[src/rtl/opl_write_scheduler_if.sv]
// Request handshake between the sound CPU bridge and opl_write_scheduler.
// The master pushes (chip, reg, data) triples; the slave is the scheduler FIFO.
interface opl_write_scheduler_if;
    logic       req_valid;
    logic       req_ready;
    logic       req_chip;
    logic [7:0] req_reg;
    logic [7:0] req_data;

    modport master (
        output req_valid,
        output req_chip,
        output req_reg,
        output req_data,
        input  req_ready
    );

    modport slave (
        input  req_valid,
        input  req_chip,
        input  req_reg,
        input  req_data,
        output req_ready
    );
endinterface

[src/rtl/opl_write_scheduler.sv]
// Serializes queued YM3526 writes onto the shared dual-OPL write bus with per-chip recovery timers.
// Optional power-on key-off sequencer enabled by defining OPL_KEYOFF_INIT_EN.
module opl_write_scheduler #(
    parameter int FIFO_DEPTH = 4,
    parameter int ADDR_GAP   = 12,
    parameter int DATA_GAP   = 84
) (
    input  logic                          clk,
    input  logic                          RESETn,
    input  logic                          cen,
    opl_write_scheduler_if.slave          req,
    output logic [7:0]                    opl_din,
    output logic                          opl_addr,
    output logic [1:0]                    opl_cs_n,
    output logic                          opl_wr_n,
    output logic [$clog2(FIFO_DEPTH):0]   fifo_level,
    output logic                          busy,
    output logic                          init_done
);

    localparam int AW = $clog2(FIFO_DEPTH);
    localparam int LW = AW + 1;
    localparam logic [7:0]    AGAP = 8'(ADDR_GAP);
    localparam logic [7:0]    DGAP = 8'(DATA_GAP);
    localparam logic [LW-1:0] FULL = LW'(FIFO_DEPTH);

    typedef enum logic [2:0] {
        IDLE,
        ASTB,
        AWAIT,
        DSTB,
        DWAIT
    } state_t;

    state_t state, state_n;

    // Request FIFO
    logic           mem_chip [FIFO_DEPTH];
    logic [7:0]     mem_reg  [FIFO_DEPTH];
    logic [7:0]     mem_data [FIFO_DEPTH];
    logic [AW-1:0]  wr_ptr, rd_ptr;
    logic           push, pop, fifo_nonempty;

    // Write source selected for the next issue (init sequencer or FIFO head)
    logic           src_valid, src_chip;
    logic [7:0]     src_reg, src_data;
    logic           take;
    logic           init_run;

    // Working register; the register index goes straight onto opl_din at pop
    logic           w_chip;
    logic [7:0]     w_data;

    logic [1:0][7:0] timer;
    logic           ld_addr, ld_data;

    logic [7:0]     din_n;
    logic           addr_n, wr_n_n;
    logic [1:0]     cs_n_n;

    function automatic logic [1:0] chip_sel_n(input logic chip);
        return chip ? 2'b01 : 2'b10;
    endfunction

    assign fifo_nonempty = (fifo_level != '0);
    assign req.req_ready = (fifo_level != FULL) & init_done;
    assign push          = req.req_valid & req.req_ready;
    assign take          = (state == IDLE) & src_valid & (timer[src_chip] == '0);

`ifdef OPL_KEYOFF_INIT_EN
    localparam logic [4:0] INIT_WRITES = 5'd18;
    localparam logic [4:0] INIT_PER_CHIP = 5'd9;

    logic [4:0] init_idx, init_off;
    logic       init_pending, init_hi;

    assign init_pending = (init_idx != INIT_WRITES);
    assign init_hi      = (init_idx >= INIT_PER_CHIP);
    assign init_off     = init_hi ? (init_idx - INIT_PER_CHIP) : init_idx;
    assign init_run     = ~init_done;

    always_comb begin
        if (init_pending) begin
            src_valid = 1'b1;
            src_chip  = init_hi;
            src_reg   = 8'hB0 + {3'b000, init_off};
            src_data  = 8'h00;
        end else begin
            src_valid = fifo_nonempty;
            src_chip  = mem_chip[rd_ptr];
            src_reg   = mem_reg[rd_ptr];
            src_data  = mem_data[rd_ptr];
        end
    end

    assign pop = take & ~init_pending;

    // init_done rises as the DWAIT of the final sequencer write exits
    always_ff @(posedge clk or negedge RESETn) begin
        if (!RESETn) begin
            init_idx  <= '0;
            init_done <= 1'b0;
        end else begin
            if (take && init_pending)
                init_idx <= init_idx + 5'd1;
            if (state == DWAIT && !init_pending)
                init_done <= 1'b1;
        end
    end
`else
    assign init_run  = 1'b0;
    assign src_valid = fifo_nonempty;
    assign src_chip  = mem_chip[rd_ptr];
    assign src_reg   = mem_reg[rd_ptr];
    assign src_data  = mem_data[rd_ptr];
    assign pop       = take;

    always_ff @(posedge clk or negedge RESETn) begin
        if (!RESETn)
            init_done <= 1'b0;
        else
            init_done <= 1'b1;
    end
`endif

    always_ff @(posedge clk) begin
        if (push) begin
            mem_chip[wr_ptr] <= req.req_chip;
            mem_reg[wr_ptr]  <= req.req_reg;
            mem_data[wr_ptr] <= req.req_data;
        end
    end

    always_ff @(posedge clk or negedge RESETn) begin
        if (!RESETn) begin
            wr_ptr     <= '0;
            rd_ptr     <= '0;
            fifo_level <= '0;
        end else begin
            if (push)
                wr_ptr <= wr_ptr + 1'b1;
            if (pop)
                rd_ptr <= rd_ptr + 1'b1;
            case ({push, pop})
                2'b10:   fifo_level <= fifo_level + 1'b1;
                2'b01:   fifo_level <= fifo_level - 1'b1;
                default: fifo_level <= fifo_level;
            endcase
        end
    end

    // Next state and next registered bus values; strobes hold until released
    always_comb begin
        state_n = state;
        din_n   = opl_din;
        addr_n  = opl_addr;
        cs_n_n  = opl_cs_n;
        wr_n_n  = opl_wr_n;
        ld_addr = 1'b0;
        ld_data = 1'b0;
        case (state)
            IDLE: begin
                if (take) begin
                    state_n = ASTB;
                    din_n   = src_reg;
                    addr_n  = 1'b0;
                    cs_n_n  = chip_sel_n(src_chip);
                    wr_n_n  = 1'b0;
                end
            end
            ASTB: begin
                if (cen) begin
                    state_n = AWAIT;
                    cs_n_n  = 2'b11;
                    wr_n_n  = 1'b1;
                    ld_addr = 1'b1;
                end
            end
            AWAIT: begin
                if (timer[w_chip] == '0) begin
                    state_n = DSTB;
                    din_n   = w_data;
                    addr_n  = 1'b1;
                    cs_n_n  = chip_sel_n(w_chip);
                    wr_n_n  = 1'b0;
                end
            end
            DSTB: begin
                if (cen) begin
                    state_n = DWAIT;
                    cs_n_n  = 2'b11;
                    wr_n_n  = 1'b1;
                    ld_data = 1'b1;
                end
            end
            DWAIT:   state_n = IDLE;
            default: begin
                state_n = IDLE;
                cs_n_n  = 2'b11;
                wr_n_n  = 1'b1;
            end
        endcase
    end

    always_ff @(posedge clk or negedge RESETn) begin
        if (!RESETn) begin
            state    <= IDLE;
            opl_din  <= '0;
            opl_addr <= 1'b0;
            opl_cs_n <= '1;
            opl_wr_n <= 1'b1;
            w_chip   <= 1'b0;
            w_data   <= '0;
        end else begin
            state    <= state_n;
            opl_din  <= din_n;
            opl_addr <= addr_n;
            opl_cs_n <= cs_n_n;
            opl_wr_n <= wr_n_n;
            if (take) begin
                w_chip <= src_chip;
                w_data <= src_data;
            end
        end
    end

    // A gap load wins over the cen decrement in the same cycle
    always_ff @(posedge clk or negedge RESETn) begin
        if (!RESETn) begin
            timer <= '0;
        end else begin
            for (int unsigned i = 0; i < 2; i++) begin
                if ((ld_addr || ld_data) && (w_chip == i[0]))
                    timer[i] <= ld_addr ? AGAP : DGAP;
                else if (cen && timer[i] != '0)
                    timer[i] <= timer[i] - 8'd1;
            end
        end
    end

    always_ff @(posedge clk or negedge RESETn) begin
        if (!RESETn)
            busy <= 1'b0;
        else
            busy <= fifo_nonempty | (state != IDLE) | init_run;
    end

endmodule

[src/flat_wrapper.sv]
// flat-port wrapper written by rule: the top's interface ports become plain ports
module opl_write_scheduler_flat 
#(
    parameter int FIFO_DEPTH = 4,
    parameter int ADDR_GAP   = 12,
    parameter int DATA_GAP   = 84
)
  (clk, RESETn, cen, opl_din, opl_addr, opl_cs_n, opl_wr_n, fifo_level, busy, init_done, req_req_valid, req_req_chip, req_req_reg, req_req_data, req_req_ready);
  opl_write_scheduler_if req_i ();
  input  logic clk;
  input  logic RESETn;
  input  logic cen;
  output logic [7:0] opl_din;
  output logic opl_addr;
  output logic [1:0] opl_cs_n;
  output logic opl_wr_n;
  output logic [$clog2(FIFO_DEPTH):0] fifo_level;
  output logic busy;
  output logic init_done;
  input wire logic [$bits(req_i.req_valid)-1:0] req_req_valid;
  input wire logic [$bits(req_i.req_chip)-1:0] req_req_chip;
  input wire logic [$bits(req_i.req_reg)-1:0] req_req_reg;
  input wire logic [$bits(req_i.req_data)-1:0] req_req_data;
  output wire logic [$bits(req_i.req_ready)-1:0] req_req_ready;
  assign req_i.req_valid = req_req_valid;
  assign req_i.req_chip = req_req_chip;
  assign req_i.req_reg = req_req_reg;
  assign req_i.req_data = req_req_data;
  assign req_req_ready = req_i.req_ready;
  opl_write_scheduler #(.FIFO_DEPTH(FIFO_DEPTH), .ADDR_GAP(ADDR_GAP), .DATA_GAP(DATA_GAP)) u_core (.clk(clk), .RESETn(RESETn), .cen(cen), .req(req_i), .opl_din(opl_din), .opl_addr(opl_addr), .opl_cs_n(opl_cs_n), .opl_wr_n(opl_wr_n), .fifo_level(fifo_level), .busy(busy), .init_done(init_done));
endmodule
[config.mk]
export PLATFORM = sky130hd
export DESIGN_NAME = opl_write_scheduler_flat
export DESIGN_NICKNAME = d
export VERILOG_FILES = /design/src/rtl/opl_write_scheduler_if.sv /design/src/rtl/opl_write_scheduler.sv /design/src/flat_wrapper.sv
export SDC_FILE = /design/constraint.sdc
export NUM_CORES = 1
export LEC_CHECK = 0
export ABC_CLOCK_PERIOD_IN_PS = 4600
export BUFFER_PORTS_ARGS = -buffer_cell sky130_fd_sc_hd__buf_2
export CORE_MARGIN = 2
export CORE_UTILIZATION = 60
export CTS_CLUSTER_DIAMETER = 200
export DETAILED_ROUTE_END_ITERATION = 7
export PLACE_DENSITY = 0.77
export SETUP_SLACK_MARGIN = 0.02
export SLEW_MARGIN = 20
export SYNTH_ARGS = -nofsm -noshare
export SYNTH_HDL_FRONTEND = slang
export SYNTH_SLANG_ARGS = --single-unit
[constraint.sdc]
create_clock -name clk -period 4.6 [get_ports clk]
set_input_delay 0.92 -clock clk [delete_from_list [all_inputs] [get_ports clk]]
set_output_delay 0.92 -clock clk [all_outputs]
set_load 0.03 [all_outputs]
# Word level (Yosys, flattened, before mapping)
# Memories as Yosys holds them, arrays and structs flattened. A register that Yosys moved wholly into a read port is not among the register bits.
# Cells that the tools add are included.
# op_classes
n_shift,0
n_lt_le_gt_ge,2
n_bitwise,7
div_mod_pow,0
n_addsub,6
muxes,35
mul,0
n_eq_ne,12
n_reduce_logical,21
# ops
cell,count
$mux W8,10
$logic_not A8 Y1,2
$pmux W8 S2,1
$reduce_bool A8 Y1,2
$sub A8 B1 Y8 const B,2
$mux W3,4
$pmux W3 S4,1
$mux W2,5
$mux W1,9
$pmux W2 S4,1
$reduce_and A4 Y1,2
$reduce_bool A2 Y1,4
$mux W7,1
$eq A3 B2 Y1 const B,2
$ne A2 B1 Y1 const B,3
$pmux W3 S2,1
$reduce_bool A3 Y1,2
$add A2 B1 Y2 const B,2
$and A1 B1 Y1,4
$logic_and A1 B1 Y1,4
$lt A1 B2 Y1 const B,2
$ne A2 B2 Y1 const B,2
$pmux W1 S4,1
$add A3 B1 Y3 const B,1
14 further kinds,15
# word_totals
rom_bits,0
word_cells,99
reg_bits,41
latchBits,0
ramBits,68
n_memories,3
# memory_table
memory,depth,width,rd,rd_clocked_by_memory_dff,wr,line_no,text
u_core.mem_data,4,8,1,1,1,opl_write_scheduler.sv:40,logic [7:0] mem_data [FIFO_DEPTH];
u_core.mem_reg,4,8,1,0,1,opl_write_scheduler.sv:39,logic [7:0] mem_reg [FIFO_DEPTH];
u_core.mem_chip,4,1,1,0,1,opl_write_scheduler.sv:38,logic mem_chip [FIFO_DEPTH];

# Depth between registers and ports, before layout
# Gate-level depths: netlist of run 1.
# An unclocked memory read counts as a cell.
# depth
word_depth,7
mapped_depth,11

# Worst setup path after synthesis of run 1
# Ideal clock, no wire load.
# synth_path
path_type,reg2reg
from,register u_core.fifo_level[0]
to,register u_core.fifo_level[2]
stages_incl_launch_ff,11
t_arrival_ns,2.467
period_less_slack_ns,2.604
path_buffers,0
path_slack_ns,1.996
cell_sequence,dfrtp_1 inv_1 a31oi_1 and2_1 inv_1 ha_1 inv_1 fa_1 xor2_1 nor2_1 xor2_1
# synth_between
elab_chain_len,5
word_cells_on_any_way,12
# synth_lines
element,line_no,text
from (decl),opl_write_scheduler.sv:16,"output logic [$clog2(FIFO_DEPTH):0] fifo_level,"
from (signal assigned),opl_write_scheduler.sv:145,2'b10: fifo_level <= fifo_level + 1'b1;
from (signal assigned),opl_write_scheduler.sv:146,2'b01: fifo_level <= fifo_level - 1'b1;
from (signal assigned),opl_write_scheduler.sv:147,default: fifo_level <= fifo_level;
$ne A3 B3 Y1 (*),opl_write_scheduler.sv:66,assign req.req_ready = (fifo_level != FULL) & init_done;
$and A1 B1 Y1 (*),opl_write_scheduler.sv:66,
named net req_req_ready,flat_wrapper.sv:24,output wire logic [$bits(req_i.req_ready)-1:0] req_req_ready;
$and A1 B1 Y1 (*),opl_write_scheduler.sv:67,assign push = req.req_valid & req.req_ready;
$eq A2 B1 Y1 or $eq A2 B2 Y1 (tied branches),opl_write_scheduler.sv:144,"case ({push, pop})"
$pmux W3 S2 or $reduce_bool A2 Y1 (tied branches),--,
# The timed path passes the listed nets; every way through them passes the cells marked *.
# A chain may end at the register's enable or synchronous reset.

# Worst setup path after layout of run 1
# layout_path
from,register u_core.rd_ptr[1]
to,register u_core.fifo_level[2]
# layout_between
elab_chain_len,7
word_cells_on_any_way,9
# layout_lines
element,line_no,text
from (decl),opl_write_scheduler.sv:41,"logic [AW-1:0] wr_ptr, rd_ptr;"
from (signal assigned),opl_write_scheduler.sv:143,rd_ptr <= rd_ptr + 1'b1;
$mem_v2 Z4 W1 (*),--,
$mux W8 (not written as such) (*) (2 in series),opl_write_scheduler.sv:68,assign take = (state == IDLE) & src_valid & (timer[src_chip] == '0);
$logic_not A8 Y1 (*),opl_write_scheduler.sv:68,
$and A1 B1 Y1 (*),opl_write_scheduler.sv:68,
named net u_core.pop,opl_write_scheduler.sv:42,"logic push, pop, fifo_nonempty;"
$eq A2 B1 Y1 or $eq A2 B2 Y1 (tied branches),opl_write_scheduler.sv:144,
$pmux W3 S2 or $reduce_bool A2 Y1 (tied branches),--,
# The timed path passes the listed nets; every way through them passes the cells marked *. The select of a mux whose other input is x is not followed.

==> flow_metrics.env, run 1 <==
export IMPL_intPower_mw=2.50
export IMPL_ys_seq_area_frac=0.673
export IMPL_muxShareOfSynthArea=0.0924
export IMPL_synthArstFlopShare=0.419
export IMPL_drt_vias_per_instance=5.67
export IMPL_port_buffers=38
export IMPL_rsz0062_at_grt="false"
export IMPL_crit_required_ns=5.03
export IMPL_cts_root_buffer="clkbuf_8"
export IMPL_hold_buffers=0
export IMPL_htree_levels=4
export IMPL_r2r_start="u_core.rd_ptr[1]"
export IMPL_diodes=0
export IMPL_power_density_nw_per_um2=657
export IMPL_cp_startpoint="u_core.rd_ptr[1]"
export IMPL_synth_compound_area_frac=0.0422
export IMPL_vdd_drop_max_v=0.000364
export IMPL_core_rowCount=32
export IMPL_vias=2845
export IMPL_dieArea_um2=8840
export IMPL_drv_cap=0
export IMPL_synth_simple_area_share=0.110
export IMPL_pwr_share_seq=0.423
export IMPL_worst_pin_slew_ns=0.946
export IMPL_track_usage=0.231
export IMPL_post_route_period_util=0.626
export IMPL_maxUsedRoutingLayer="met4"
export IMPL_syn_cell_area_um2=4860
export IMPL_clockBufferDepth=2
export IMPL_p_sw_mw=1.25
export IMPL_synth_edf_count=68
export IMPL_grt_pass1_vias=2987
export IMPL_worstSkewPairLatency_ns=0.51
export IMPL_cp_end_kind="register"
export IMPL_final_cells=502
export IMPL_fin_skew_ns=0.00684
export IMPL_fmax_mhz=347
export IMPL_cp_start_kind="register"
export IMPL_grt_max_degree=50
export IMPL_synthCells=338
export IMPL_ios=39
export IMPL_finalSetupTns_ns=0
export IMPL_total_leakage_power_nw=2.26
export IMPL_dr_wl_met3_um=350
export IMPL_yosys_warnings=0
export IMPL_dr_wl_met2_um=4710
export IMPL_final_antenna_net_count=0
export IMPL_cts_buffers=17
export IMPL_grt_ovfl_total=0
export IMPL_synth_xor_area_share=0.0342
export IMPL_critPathTopFamily="flip-flops"
export IMPL_arrival_ns=3.31
export IMPL_drtPass1Iterations=4
export IMPL_yosysUniqueCellTypes=42
export IMPL_place_gp_congestion=0.740
export IMPL_cts_clk_slew_worst_paths_ns=0.06
export IMPL_layout_drive_gt1_share=0.240
export IMPL_clock_sinks=117
export IMPL_route_detailed_drc=0
export IMPL_synth_seq_cells=117
export IMPL_post_cts_buffers=0
export IMPL_status="finished, final reports clean"
export IMPL_synth_flop_cell="edfxtp_1"
export IMPL_synth_top_family_by_area="simple AND/OR/NAND/NOR gates"
export IMPL_initial_utilization=0.623
export IMPL_pwr_share_clk=0.328
export IMPL_cp_slowest_cell="dfrtp_1"
export IMPL_fillers=503
export IMPL_crit_path_max_incr_delay_ns=0.90
export IMPL_drv_slew=0
export IMPL_wl_um=9120
export IMPL_areaGrowthSynthToFinish_pct=17.3
export IMPL_slew_headroom=0.369
export IMPL_synthAdderAreaFrac=0.0273
export IMPL_cts_tree="done"
export IMPL_finalHoldViolCount=0
export IMPL_cp_common_cell="xor2_1"
export IMPL_core_area_um2=7810
export IMPL_first_iter_violations=164
export IMPL_cp_max_fo=18
export IMPL_dp_cells=470
export IMPL_period_needed_ns=2.88
export IMPL_worstPathCellList="mux4_2 -> o21ai_0 -> and3_1 -> ha_1 -> inv_1 -> fa_1 -> xor2_1 -> nor2_1 -> xor2_1"
export IMPL_final_nets=418
export IMPL_antenna_found_initial=0
export IMPL_dieHeight_um=94.0
export IMPL_dp_hpwl_um=5410
export IMPL_cts_resized=0
export IMPL_avgSynthCellArea_um2=14.4
export IMPL_syn_nets=369
export IMPL_hold_ws_ns=0.416
export IMPL_grt_first_pass_wirelength_um=14900
export IMPL_multiInputGateArea_um2=1490
export IMPL_critPathBufInv=1
export IMPL_wire_per_inst_um=18.2
export IMPL_fp_dieW_um=94.0
export IMPL_switching_share=0.333
export IMPL_finalSetupViolCount=0
export IMPL_critPathKind="reg2reg"
export IMPL_routedLengthMet1_um=3860
export IMPL_ff_latch_area_um2=3270
export IMPL_power_frac_comb=0.249
export IMPL_min_path_type="in2async"
-- worst register-to-register path, stage by stage (launching register included) --
cell	delay, ns
dfrtp_1	0.90
mux4_2	0.52
o21ai_0	0.18
and3_1	0.18
ha_1	0.18
inv_1	0.06
fa_1	0.37
xor2_1	0.15
nor2_1	0.12
xor2_1	0.15
-- layout make-up --
cell class	instances	area share
sequential	117	0.574
multi-input combinational	198	0.261
inverter	14	0.00921
timing repair buffer	39	0.0351
tap	102	0.0224
clock buffer	18	0.0733
clock inverter	14	0.0250
-- power by group through the flow --
| stage | logic, mW | clock network, mW | registers, mW |
|---|---|---|---|
| 2_1_floorplan | 0.642 | 0 | 1.63 |
| 3_3_place_gp | 0.902 | 0 | 1.58 |
| 3_5_place_dp | 0.924 | 0 | 1.60 |
| 4_1_cts | 0.947 | 1.24 | 1.58 |
| 5_1_grt | 1.04 | 1.30 | 1.61 |
| 6_report | 0.933 | 1.23 | 1.58 |
-- layer usage --
layer,GRT usage,up-vias
li1,-,1344
met1,0.280,1412
met2,0.393,72
met3,0.0602,17
met4,0.101,0
met5,0,-
-- kinds of logic (layout without fill, tap and decap cells) --
kind of cell             Yosys count  count (layout)
buffers and inverters             23              85
XOR/XNOR                          19              19
adder cells (fa/ha/maj)           10              10
other                              1               1
multiplexers                      22              22
AND/OR/NAND/NOR                  113             113
AO/OA/AOI/OAI                     33              33
flip-flops                       117             117
-- synth_stat cells (all sizes together), types with 4 or more instances --
library cell | instances | area share
edfxtp | 68 | 0.42
dfrtp | 46 | 0.24
nand2 | 37 | 0.029
nor2 | 31 | 0.024
mux4 | 17 | 0.079
inv | 14 | 0.011
nor3 | 13 | 0.013
xor2 | 11 | 0.020
a21oi | 10 | 0.010
ha | 9 | 0.023
nand3 | 8 | 0.0082
o22ai | 8 | 0.010
xnor2 | 8 | 0.014
and3 | 7 | 0.0090
buf | 7 | 0.0085
o21ai | 5 | 0.0051
nand4 | 4 | 0.0051
nor4 | 4 | 0.0077
-- metrics by stage --
step / power, mW / utilization / instance area [um^2] / setup slack [ns]
detailed placement: 2.52 / 0.658 / 5140 / 1.74
global route: 3.95 / 0.730 / 5700 / 1.47
floorplan: 2.27 / - / 4860 / 2.00
CTS: 3.77 / 0.730 / 5700 / 1.70
finish: 3.75 / 0.730 / 5700 / 1.72
global placement: 2.48 / 0.658 / 5140 / 1.77
-- path summary, 6_finish.rpt --
check                                  endpoint  slack (ns)  cells after the start
max                        u_core.fifo_level[2]        1.72                      9
min                             u_core.timer[6]        0.42                      1
max reg2reg                u_core.fifo_level[2]        1.72                      9
min reg2reg                    u_core.w_data[7]        0.47                      2
max in group asynchronous      u_core.timer[11]        3.76                      1
min in group clk               u_core.w_data[7]        0.47                      2
-- cells in the final DEF (no fill, tap or decap), drive strengths merged --
cell | synthesis | routed
nand3b | 1 | 1
nor2 | 31 | 31
and3 | 7 | 7
nor3 | 13 | 13
nor4 | 4 | 4
and2 | 2 | 2
mux2 | 3 | 3
nand2b | 1 | 1
a31oi | 3 | 3
and4b | 1 | 1
nand4b | 2 | 2
o21ai | 5 | 5
or3 | 1 | 1
clkinvlp | 0 | 3
inv | 14 | 21
xnor2 | 8 | 8
ha | 9 | 9
a211oi | 2 | 2
o22ai | 8 | 8
xor2 | 11 | 11
dfrtp | 46 | 46
o311ai | 1 | 1
nand3 | 8 | 8
clkinv | 0 | 3
dfstp | 3 | 3
buf | 7 | 39
bufinv | 0 | 1
or2 | 1 | 1
conb | 1 | 1
a22oi | 1 | 1
fa | 1 | 1
a21o | 3 | 3
nand2 | 37 | 37
edfxtp | 68 | 68
mux2i | 2 | 2
clkbuf | 2 | 18
mux4 | 17 | 17
nand4 | 4 | 4
a21oi | 10 | 10
(Power assumes the default switching activity.)
==> run 2: changes to the inputs <==
- ABC_CLOCK_PERIOD_IN_PS: 4600 -> 2430
- CORE_UTILIZATION: 60 -> 53
- PLACE_DENSITY: 0.77 -> 0.72
- clock period: 4.6 -> 2.43 ns (I/O delays scaled with it)
==> flow_metrics.env, run 2 (synthesized netlist as in run 1, its figures left out) <==
export IMPL_finalSetupTns_ns=0
export IMPL_min_path_type="in2reg"
export IMPL_r2r_slack_ns=0.13
export IMPL_rr_worst_depth=9
export IMPL_status="finished, final reports clean"
export IMPL_post_route_period_util=0.945
export IMPL_drtPass1Iterations=4
export IMPL_slew_headroom=0.447
export IMPL_fp_dieW_um=99.8
export IMPL_clockBufferDepth=2
export IMPL_grt_max_degree=26
export IMPL_finalSetupViolCount=0
export IMPL_drv_cap=0
export IMPL_wire_per_inst_um=17.1
export IMPL_wl_um=9000
export IMPL_design_area_um2=5900
export IMPL_placed_area_um2=5300
export IMPL_finalHoldViolCount=0
export IMPL_htree_levels=4
export IMPL_clock_sinks=117
export IMPL_r2r_start="u_core.rd_ptr[0]"
export IMPL_grt_pass1_vias=2956
export IMPL_place_gp_congestion=0.856
export IMPL_worstHoldPathCells=1
export IMPL_rsz0062_at_grt="false"
export IMPL_core_area_um2=8810
export IMPL_period_needed_ns=2.30
export IMPL_grt_ovfl_total=0
export IMPL_worstSkewPairLatency_ns=0.51
export IMPL_fmax_mhz=435
export IMPL_arrival_ns=2.74
export IMPL_cts_root_buffer="clkbuf_8"
export IMPL_layout_drive_gt1_share=0.289
export IMPL_crit_required_ns=2.87
export IMPL_first_iter_violations=205
export IMPL_fin_skew_ns=0.00718
export IMPL_layout_commonest_cell="edfxtp_1"
export IMPL_total_leakage_power_nw=2.35
export IMPL_reg2reg_to="u_core.fifo_level[2]"
export IMPL_dieArea_um2=9960
export IMPL_final_cell_mix="edfxtp_1 (68), dfrtp_1 (45), buf_2 (38)"
export IMPL_multiInputGateArea_um2=1550
export IMPL_route_detailed_drc=0
export IMPL_cp_start_kind="register"
export IMPL_port_buffers=38
export IMPL_cts_buffers=17
export IMPL_fillers=607
export IMPL_antenna_found_initial=0
export IMPL_dp_hpwl_um=5860
export IMPL_diodes=0
export IMPL_worstHoldStart="req_req_data[0]"
export IMPL_ios=39
export IMPL_final_nets=436
export IMPL_vdd_drop_max_v=0.000655
export IMPL_holdPathEnd="u_core.mem_data[2][0]"
export IMPL_cp_end_kind="register"
export IMPL_cts_clk_slew_worst_paths_ns=0.06
export IMPL_initial_utilization=0.552
export IMPL_dieHeight_um=99.8
export IMPL_critPathKind="reg2reg"
export IMPL_ff_latch_area_um2=3270
export IMPL_track_usage=0.198
export IMPL_drv_slew=0
export IMPL_worst_pin_slew_ns=0.826
export IMPL_cts_tree="done"
export IMPL_power_density_nw_per_um2=1210
export IMPL_vias=2942
export IMPL_final_antenna_net_count=0
export IMPL_post_cts_buffers=0
export IMPL_cp_max_fo=3
export IMPL_core_rowCount=34
export IMPL_grt_first_pass_wirelength_um=14700
export IMPL_areaGrowthSynthToFinish_pct=21.4
export IMPL_drt_vias_per_instance=5.59
-- run 2: cell types whose count changed in the layout (fill, tap and decap cells not counted), sizes merged --
cell         previous run  this run
clkbuf                 18        17
inv                    21        16
clkinv                  3         7
dlygate4sd3             0         1
clkinvlp                3         5
buf                    39        56
-- run 2: timing repair --
action / CTS / global route
gates resized for setup: 0 / 8
endpoints found under the setup margin: 0 / 1
hold endpoints to repair: 23 / 0
hold buffers: 1 / 0
-- run 2: cell type report --
type / count / share of cell area
flip-flops and latches: 117 / 0.555
multi-input cells: 198 / 0.262
clock buffers: 17 / 0.0702
repair buffers: 57 / 0.0589
well taps: 108 / 0.0229
clock inverters: 15 / 0.0223
inverters: 14 / 0.00890
-- run 2: how the worst max path moves through the flow --
| stage | endpoint | slack [ns] | startpoint |
|---|---|---|---|
| after floorplan | u_core.fifo_level[2] | 0.02 | u_core.rd_ptr[0] |
| after detailed placement | u_core.fifo_level[2] | 0.10 | u_core.timer[0] |
| final | u_core.fifo_level[2] | 0.13 | u_core.rd_ptr[0] |
| after global placement | u_core.fifo_level[2] | 0.18 | u_core.rd_ptr[0] |
| after global routing | u_core.fifo_level[2] | 0.03 | u_core.rd_ptr[0] |
| after CTS | u_core.fifo_level[2] | 0.07 | u_core.timer[0] |
-- run 2: layer usage --
metal / wire length, um / up-vias / track usage
met5: 0 / - / 0
met4: 207 / 0 / 0.0938
met3: 327 / 20 / 0.0543
met2: 4370 / 67 / 0.308
met1: 4090 / 1474 / 0.262
li1: - / 1381 / -
-- run 2: per-stage QoR --
step           total power, mW  setup slack [ns]  hold slack, ns  utilization  std cells
2_1_floorplan             4.31            0.0223           0.190            -        338
5_1_grt                   7.53            0.0310           0.167        0.670        526
3_3_place_gp              4.84             0.181           0.449        0.601        493
4_1_cts                   7.15            0.0657           0.162        0.665        526
6_report                  7.15             0.133           0.182        0.670        526
3_5_place_dp              4.90             0.102           0.456        0.601        493
-- run 2: report_power, final --
group,internal (mW),switching [mW],total [mW]
registers,2.60,0.341,2.94
clock network,1.35,0.885,2.24
logic,0.858,1.12,1.98
total,4.81,2.34,7.15
-- run 2: critical path, cell delays in order, from the launching register on --
cell	delay, ns
dfrtp_1	0.36
mux4_2	0.54
o21ai_2	0.14
and3_4	0.21
ha_4	0.13
inv_1	0.04
fa_1	0.36
xor2_1	0.15
nor2_1	0.14
xor2_1	0.15
